==> src/rtl/ifetch_queue.sv <==
// Instruction fetch front end: single-outstanding imem requests, small FIFO to decode, flush/redirect.
// Optional IFQ_BYPASS_EN: when the FIFO is empty, a kept response is forwarded to decode in the same cycle.
module ifetch_queue #(
  parameter int unsigned        DEPTH    = 4,
  parameter int unsigned        ADDR_W   = 32,
  parameter int unsigned        DATA_W   = 32,
  parameter logic [ADDR_W-1:0]  RESET_PC = '0
) (
  input  logic              clock,
  input  logic              reset,
  input  logic              redirect_valid,
  input  logic [ADDR_W-1:0] redirect_pc,
  output logic              imem_req,
  output logic [ADDR_W-1:0] imem_addr,
  input  logic              imem_rvalid,
  input  logic [DATA_W-1:0] imem_rdata,
  output logic              out_valid,
  output logic [DATA_W-1:0] out_instr,
  output logic [ADDR_W-1:0] out_pc,
  input  logic              out_ready
);

  localparam int unsigned PTR_W = $clog2(DEPTH);
  localparam int unsigned CNT_W = PTR_W + 1;
  localparam logic [CNT_W-1:0] FULL_CNT = CNT_W'(DEPTH);

  typedef enum logic [1:0] {IDLE, REQ, DROP} state_t;

  state_t            state;
  logic [ADDR_W-1:0] fetch_pc;
  logic [ADDR_W-1:0] req_pc;
  logic [PTR_W-1:0]  wr_ptr;
  logic [PTR_W-1:0]  rd_ptr;
  logic [CNT_W-1:0]  count;

  logic [DATA_W-1:0] mem_instr [DEPTH];
  logic [ADDR_W-1:0] mem_pc    [DEPTH];

  logic fifo_empty;
  logic fifo_full;
  logic req_fire;
  logic byp;
  logic push;
  logic pop;
  logic redirect_pc_unused;

  assign redirect_pc_unused = ^redirect_pc[1:0];

  always_comb begin
    fifo_empty = (count == '0);
    fifo_full  = (count == FULL_CNT);
    req_fire   = (state == IDLE) && !fifo_full && !redirect_valid && !reset;
`ifdef IFQ_BYPASS_EN
    byp        = fifo_empty && (state == REQ) && imem_rvalid && !redirect_valid && !reset;
`else
    byp        = 1'b0;
`endif
    pop        = !fifo_empty && out_ready && !redirect_valid && !reset;
    // A bypassed word taken by decode this cycle never enters the FIFO.
    push       = (state == REQ) && imem_rvalid && !redirect_valid && !reset && !(byp && out_ready);

    imem_req   = req_fire;
    imem_addr  = fetch_pc;
    out_valid  = !fifo_empty || byp;
    out_instr  = byp ? imem_rdata : mem_instr[rd_ptr];
    out_pc     = byp ? req_pc     : mem_pc[rd_ptr];
  end

  always_ff @(posedge clock) begin
    if (push) begin
      mem_instr[wr_ptr] <= imem_rdata;
      mem_pc[wr_ptr]    <= req_pc;
    end
  end

  always_ff @(posedge clock) begin
    if (reset) begin
      state    <= IDLE;
      fetch_pc <= RESET_PC;
      req_pc   <= '0;
      wr_ptr   <= '0;
      rd_ptr   <= '0;
      count    <= '0;
    end else if (redirect_valid) begin
      fetch_pc <= {redirect_pc[ADDR_W-1:2], 2'b00};
      wr_ptr   <= '0;
      rd_ptr   <= '0;
      count    <= '0;
      // An outstanding request whose data has not yet arrived must be dropped.
      case (state)
        IDLE:    state <= IDLE;
        REQ,
        DROP:    state <= imem_rvalid ? IDLE : DROP;
        default: state <= IDLE;
      endcase
    end else begin
      case (state)
        IDLE: begin
          if (req_fire) begin
            req_pc   <= fetch_pc;
            fetch_pc <= fetch_pc + ADDR_W'(4);
            state    <= REQ;
          end
        end
        REQ:     if (imem_rvalid) state <= IDLE;
        DROP:    if (imem_rvalid) state <= IDLE;
        default: state <= IDLE;
      endcase

      if (push) wr_ptr <= wr_ptr + PTR_W'(1);
      if (pop)  rd_ptr <= rd_ptr + PTR_W'(1);

      case ({push, pop})
        2'b10:   count <= count + CNT_W'(1);
        2'b01:   count <= count - CNT_W'(1);
        default: count <= count;
      endcase
    end
  end

endmodule
==> config.mk <==
export PLATFORM = sky130hd
export DESIGN_NAME = ifetch_queue
export DESIGN_NICKNAME = d
export VERILOG_FILES = /design/src/rtl/ifetch_queue.sv
export SDC_FILE = /design/constraint.sdc
export NUM_CORES = 1
export LEC_CHECK = 0
export BUFFER_PORTS_ARGS = -buffer_cell sky130_fd_sc_hd__buf_2
export CORE_UTILIZATION = 45
export DETAILED_ROUTE_END_ITERATION = 8
export HOLD_SLACK_MARGIN = 0.12
export PLACE_DENSITY_LB_ADDON = 0.2
export SLEW_MARGIN = 20
export SYNTH_ARGS = -nofsm -noshare
export SYNTH_HDL_FRONTEND = slang
export SYNTH_SLANG_ARGS = --single-unit
==> constraint.sdc <==
create_clock -name clock -period 5.5 [get_ports clock]
set_input_delay 0.275 -clock clock [delete_from_list [all_inputs] [get_ports clock]]
set_output_delay 0.275 -clock clock [all_outputs]
set_load 0.05 [all_outputs]
==> report_table.html <==
<table>
<tr><th>Metric</th><th>Value</th></tr>
<tr><th colspan="2">STA</th></tr>
<tr><td>Final period utilization</td><td>55.8%</td></tr>
<tr><td>Final Hold Vio Count</td><td>0</td></tr>
<tr><td>Number of setup violations in the final report</td><td>0</td></tr>
<tr><td>Min Clock Period, post-route</td><td>3.07 ns</td></tr>
<tr><td>Max frequency</td><td>0.326 GHz</td></tr>
<tr><td>Worst-Margin Slew</td><td>1.03 ns</td></tr>
<tr><td>Setup repair after global routing missed its margin</td><td>no</td></tr>
<tr><td>Accumulated negative setup slack</td><td>0 ns</td></tr>
<tr><td>Clock Skew</td><td>0.00931 ns</td></tr>
<tr><td>Max-slew violation total from the final report</td><td>0</td></tr>
<tr><td>Worst relative slew slack</td><td>31.1%</td></tr>
<tr><th colspan="2">Global routing</th></tr>
<tr><td>Antenna violations before repair</td><td>0</td></tr>
<tr><td>Global-route congestion overflow total</td><td>0</td></tr>
<tr><td>Pin count of the biggest net entering global routing</td><td>70</td></tr>
<tr><td>Global router's overall resource usage</td><td>18.9%</td></tr>
<tr><td>Global-route wire length before repair</td><td>40.3 mm</td></tr>
<tr><td>Vias in the first global route</td><td>7080</td></tr>
<tr><th colspan="2">Setup path</th></tr>
<tr><td>Flop2flop setup slack</td><td>2.89 ns</td></tr>
<tr><td>Reg2reg end</td><td>imem_addr[18]</td></tr>
<tr><td>Nature of the critical path endpoint</td><td>primary output</td></tr>
<tr><td>Slowest cell delay on critical path</td><td>0.96 ns</td></tr>
<tr><td>WS Path Type</td><td>flip-flop to primary output</td></tr>
<tr><td>Worst flop-to-flop path startpoint</td><td>state[1]</td></tr>
<tr><td>Nature of the critical path startpoint</td><td>flip-flop</td></tr>
<tr><td>Critical Path Slowest Stage Cell</td><td>dfxtp_4</td></tr>
<tr><td>Register-to-Register Path Depth</td><td>9</td></tr>
<tr><td>Worst Path Arrival</td><td>2.80 ns</td></tr>
<tr><td>Max Fanout on Critical Path</td><td>45</td></tr>
<tr><td>Critical path, cell by cell</td><td>buf_4, mux4_2, buf_2</td></tr>
<tr><td>CP Data Required Time</td><td>5.22 ns</td></tr>
<tr><th colspan="2">Power</th></tr>
<tr><td>Internal Pwr Total</td><td>4.13 mW</td></tr>
<tr><td>Total power after layout</td><td>5.23 mW</td></tr>
<tr><td>Clock power share</td><td>44.5%</td></tr>
<tr><td>Sequential Power Share</td><td>51.0%</td></tr>
<tr><td>Logic pwr share</td><td>4.6%</td></tr>
<tr><td>Total net switching power</td><td>1.09 mW</td></tr>
<tr><td>Power density relative to cell area</td><td>345 nW/um^2</td></tr>
<tr><td>Largest voltage drop on the vdd net</td><td>0.158 mV</td></tr>
<tr><td>Net switching fraction of the power</td><td>20.9%</td></tr>
<tr><td>Leakage dissipation</td><td>5.36 nW</td></tr>
<tr><th colspan="2">Yosys</th></tr>
<tr><td>Post-synth top cells</td><td>edfxtp_1, nand2_1, dfxtp_1, mux4_2, o21ai_0</td></tr>
<tr><td>Synth warn</td><td>0</td></tr>
<tr><td>Area share of the leading cell type in the synthesized netlist</td><td>60.1%</td></tr>
<tr><td>Mean cell area of the mapped netlist</td><td>16.5 sq um</td></tr>
<tr><td>Count of cell types in the netlist</td><td>59</td></tr>
<tr><td>Leading area contributor after synthesis</td><td>edfxtp_1</td></tr>
<tr><td>Share of the yosys chip area belonging to registers</td><td>71.6%</td></tr>
<tr><td>Synthesized area</td><td>12400 sq um</td></tr>
<tr><td>Register bit total from synthesis</td><td>319</td></tr>
<tr><td>Most frequently used cell type in the post-synthesis netlist</td><td>edfxtp_1</td></tr>
<tr><td>EDFF count, synth</td><td>248</td></tr>
<tr><td>Share of flip-flops with an asynchronous set or reset after synthesis</td><td>0%</td></tr>
<tr><td>Post-synth top flop</td><td>edfxtp_1</td></tr>
<tr><td>Synth area leaders</td><td>edfxtp_1, dfxtp_1, mux4_2</td></tr>
<tr><td>Cells after Synth</td><td>749</td></tr>
<tr><th colspan="2">Route</th></tr>
<tr><td>Routed via count</td><td>7125</td></tr>
<tr><td>Met3 Routed Length</td><td>1.45 mm</td></tr>
<tr><td>Initial detailed-routing violation count</td><td>427</td></tr>
<tr><td>DRT Pass-1 Iters</td><td>5</td></tr>
<tr><td>Post-DR vias/cell</td><td>5.35</td></tr>
<tr><td>Count of nets left with antenna violations after detail routing</td><td>0</td></tr>
<tr><td>Top Layer Used</td><td>met4</td></tr>
<tr><td>Detail Route met2 WL</td><td>12.5 mm</td></tr>
<tr><td># DRC</td><td>0</td></tr>
<tr><td>Routed metal-1 wire length</td><td>11.7 mm</td></tr>
<tr><td>Routed wire length per instance</td><td>19.6 microns</td></tr>
<tr><td>Final Routed Wirelength</td><td>26.1 mm</td></tr>
<tr><th colspan="2">Hold path</th></tr>
<tr><td>Worst hold path stage count</td><td>3</td></tr>
<tr><td>Beginning of the worst hold path</td><td>redirect_pc[5]</td></tr>
<tr><td>Endpoint with the worst hold slack</td><td>imem_addr[5]</td></tr>
<tr><td>Path category of the worst min-delay check</td><td>input port to flip-flop</td></tr>
<tr><th colspan="2">Clock network</th></tr>
<tr><td>Post-cts resize count</td><td>0</td></tr>
<tr><td>Clk_lat worst skew</td><td>0.50 ns</td></tr>
<tr><td>Max H-tree Level</td><td>2</td></tr>
<tr><td>Clk pin slew, worst setup/hold paths</td><td>0.06 ns</td></tr>
<tr><td>Number of buffers inserted during clock tree synthesis</td><td>35</td></tr>
<tr><td>TritonCTS clock tree</td><td>done</td></tr>
<tr><td>Maximum root-to-sink buffer count</td><td>3</td></tr>
<tr><td>Number of sinks handled by clock tree synthesis</td><td>319</td></tr>
<tr><td>Master cell of the clock root buffer</td><td>clkbuf_16</td></tr>
<tr><td>Number of post-CTS setup repair buffers</td><td>0</td></tr>
<tr><th colspan="2">Place</th></tr>
<tr><td>Weighted congestion reported at the end of routability-driven placement</td><td>0.801</td></tr>
<tr><td>Hpwl dp</td><td>15.0 mm</td></tr>
<tr><td>Port Buffers</td><td>160</td></tr>
<tr><th colspan="2">Die</th></tr>
<tr><td>Starting Density</td><td>46.0%</td></tr>
<tr><td>X dimension of the die</td><td>168 microns</td></tr>
<tr><td>Num ports</td><td>167</td></tr>
<tr><td>Floorplan row count</td><td>60</td></tr>
<tr><td>Core Box Area</td><td>27000 sq um</td></tr>
<tr><td>Overall die area</td><td>28200 sq um</td></tr>
<tr><td>Vertical extent of the die</td><td>168 microns</td></tr>
<tr><th colspan="2">Status</th></tr>
<tr><td>Result of the run</td><td>finished clean</td></tr>
<tr><th colspan="2">Cells and area</th></tr>
<tr><td>Count of inserted antenna diode cells</td><td>0</td></tr>
<tr><td>Layout cells sized above 1</td><td>30.5%</td></tr>
<tr><td>Layout Area Growth over Synthesis</td><td>22.3%</td></tr>
<tr><td>Number of nets at the end of the flow</td><td>1043</td></tr>
<tr><th colspan="2">Flow run</th></tr>
<tr><td>Number of max-cap violations</td><td>0</td></tr>
</table>
layer usage:
layer	up-vias	track usage [%]
met2	212	30.7
met3	38	3.57
li1	3362	-
met4	0	5.38
met1	3513	26.1
met5	-	0
critical path: cells and delay by family, from the launching register on:
| family | cells | cell delay, ns |
|---|---|---|
| DFF | 1 | 0.96 |
| muxes | 1 | 0.56 |
| buffers and inverters | 2 | 0.72 |
state kept, by name (all words and copies together) (netlist names), named ones only:
| register | count |
|---|---|
| count | 3 |
| imem_addr | 30 |
| mem_instr | 128 |
| mem_pc | 120 |
| rd_ptr | 2 |
| req_pc | 30 |
| state | 2 |
| wr_ptr | 2 |
layout make-up:
class                           instances  area (sq um)
Timing Repair Buffer                  220          1390
Sequential cell                       319          8880
Clock buffer                           46           970
Multi-Input combinational cell        375          3250
Fill cell                            2143         11800
Tap cell                              341           427
Inverter                               14          57.6
Clock inverter                         17           184
power by group through the flow:
stage	Sequential, mW	Clock, mW	Combinational, mW
finish	2.66	2.32	0.240
global route	2.67	2.46	0.260
CTS	2.66	2.38	0.241
detailed placement	2.71	0	0.210
global placement	2.71	0	0.208
floorplan	2.75	0	0.0919
worst max path at each step:
stage	startpoint	endpoint	slack [ns]	cells after the start
CTS	flip-flop	out_pc[8]	2.25	3
detailed placement	redirect_valid	mem_instr[2][22]	2.22	7
floorplan	redirect_valid	mem_instr[0][0]	2.67	5
global route	flip-flop	out_instr[22]	2.18	3
finish	flip-flop	out_pc[8]	2.43	3
global placement	redirect_valid	mem_instr[2][24]	2.27	7
repair_timing:
| action | in CTS | in global routing |
|---|---|---|
| hold buffers | 54 | 0 |
| setup endpoints to repair | 0 | 0 |
| hold endpoints to repair | 150 | 0 |
through the flow:
| step | worst slack, ns | std cells | hold WS (ns) | area [sq um] | util (%) |
|---|---|---|---|---|---|
| after floorplan | 2.67 | 752 | 0.374 | 12400 | - |
| after global placement | 2.27 | 1215 | 0.482 | 13500 | 49.9 |
| after detailed placement | 2.22 | 1215 | 0.493 | 13500 | 49.9 |
| after CTS | 2.25 | 1332 | 0.121 | 15200 | 56.2 |
| after global routing | 2.18 | 1332 | 0.171 | 15200 | 56.2 |
| final | 2.43 | 1332 | 0.139 | 15200 | 56.2 |
cells in the final DEF, fill, tap and decap left out, drive strengths merged, types with 5 or more instances in the layout:
| cell type | synthesis | final |
|---|---|---|
| ha | 8 | 8 |
| dfxtp | 71 | 71 |
| and2 | 12 | 12 |
| o21ai | 38 | 38 |
| buf | 20 | 166 |
| nand2 | 76 | 76 |
| nand3 | 15 | 15 |
| a211oi | 7 | 7 |
| nor2 | 29 | 29 |
| xor2 | 8 | 8 |
| or3 | 5 | 5 |
| mux4 | 62 | 62 |
| nand4 | 14 | 14 |
| nor3 | 5 | 5 |
| clkbuf | 24 | 46 |
| dlygate4sd3 | 0 | 54 |
| nor4 | 5 | 5 |
| and3 | 14 | 14 |
| inv | 14 | 14 |
| a21oi | 18 | 18 |
| and4 | 5 | 5 |
| edfxtp | 248 | 248 |
| a31oi | 7 | 7 |
| clkinv | 0 | 12 |
cell families after synthesis:
group	Yosys count	synth area share, %
DFF	319	71.6
and+or+nand+nor	187	7.58
AOI/OAI and AO/OA	95	4.85
muxes	68	11.8
buffers and inverters	58	2.31
xor gates and xnor gates	12	0.849
adders and majority gates	9	0.970
other	1	0.0303
No activity file was read; power rests on OpenSTA's default activity.
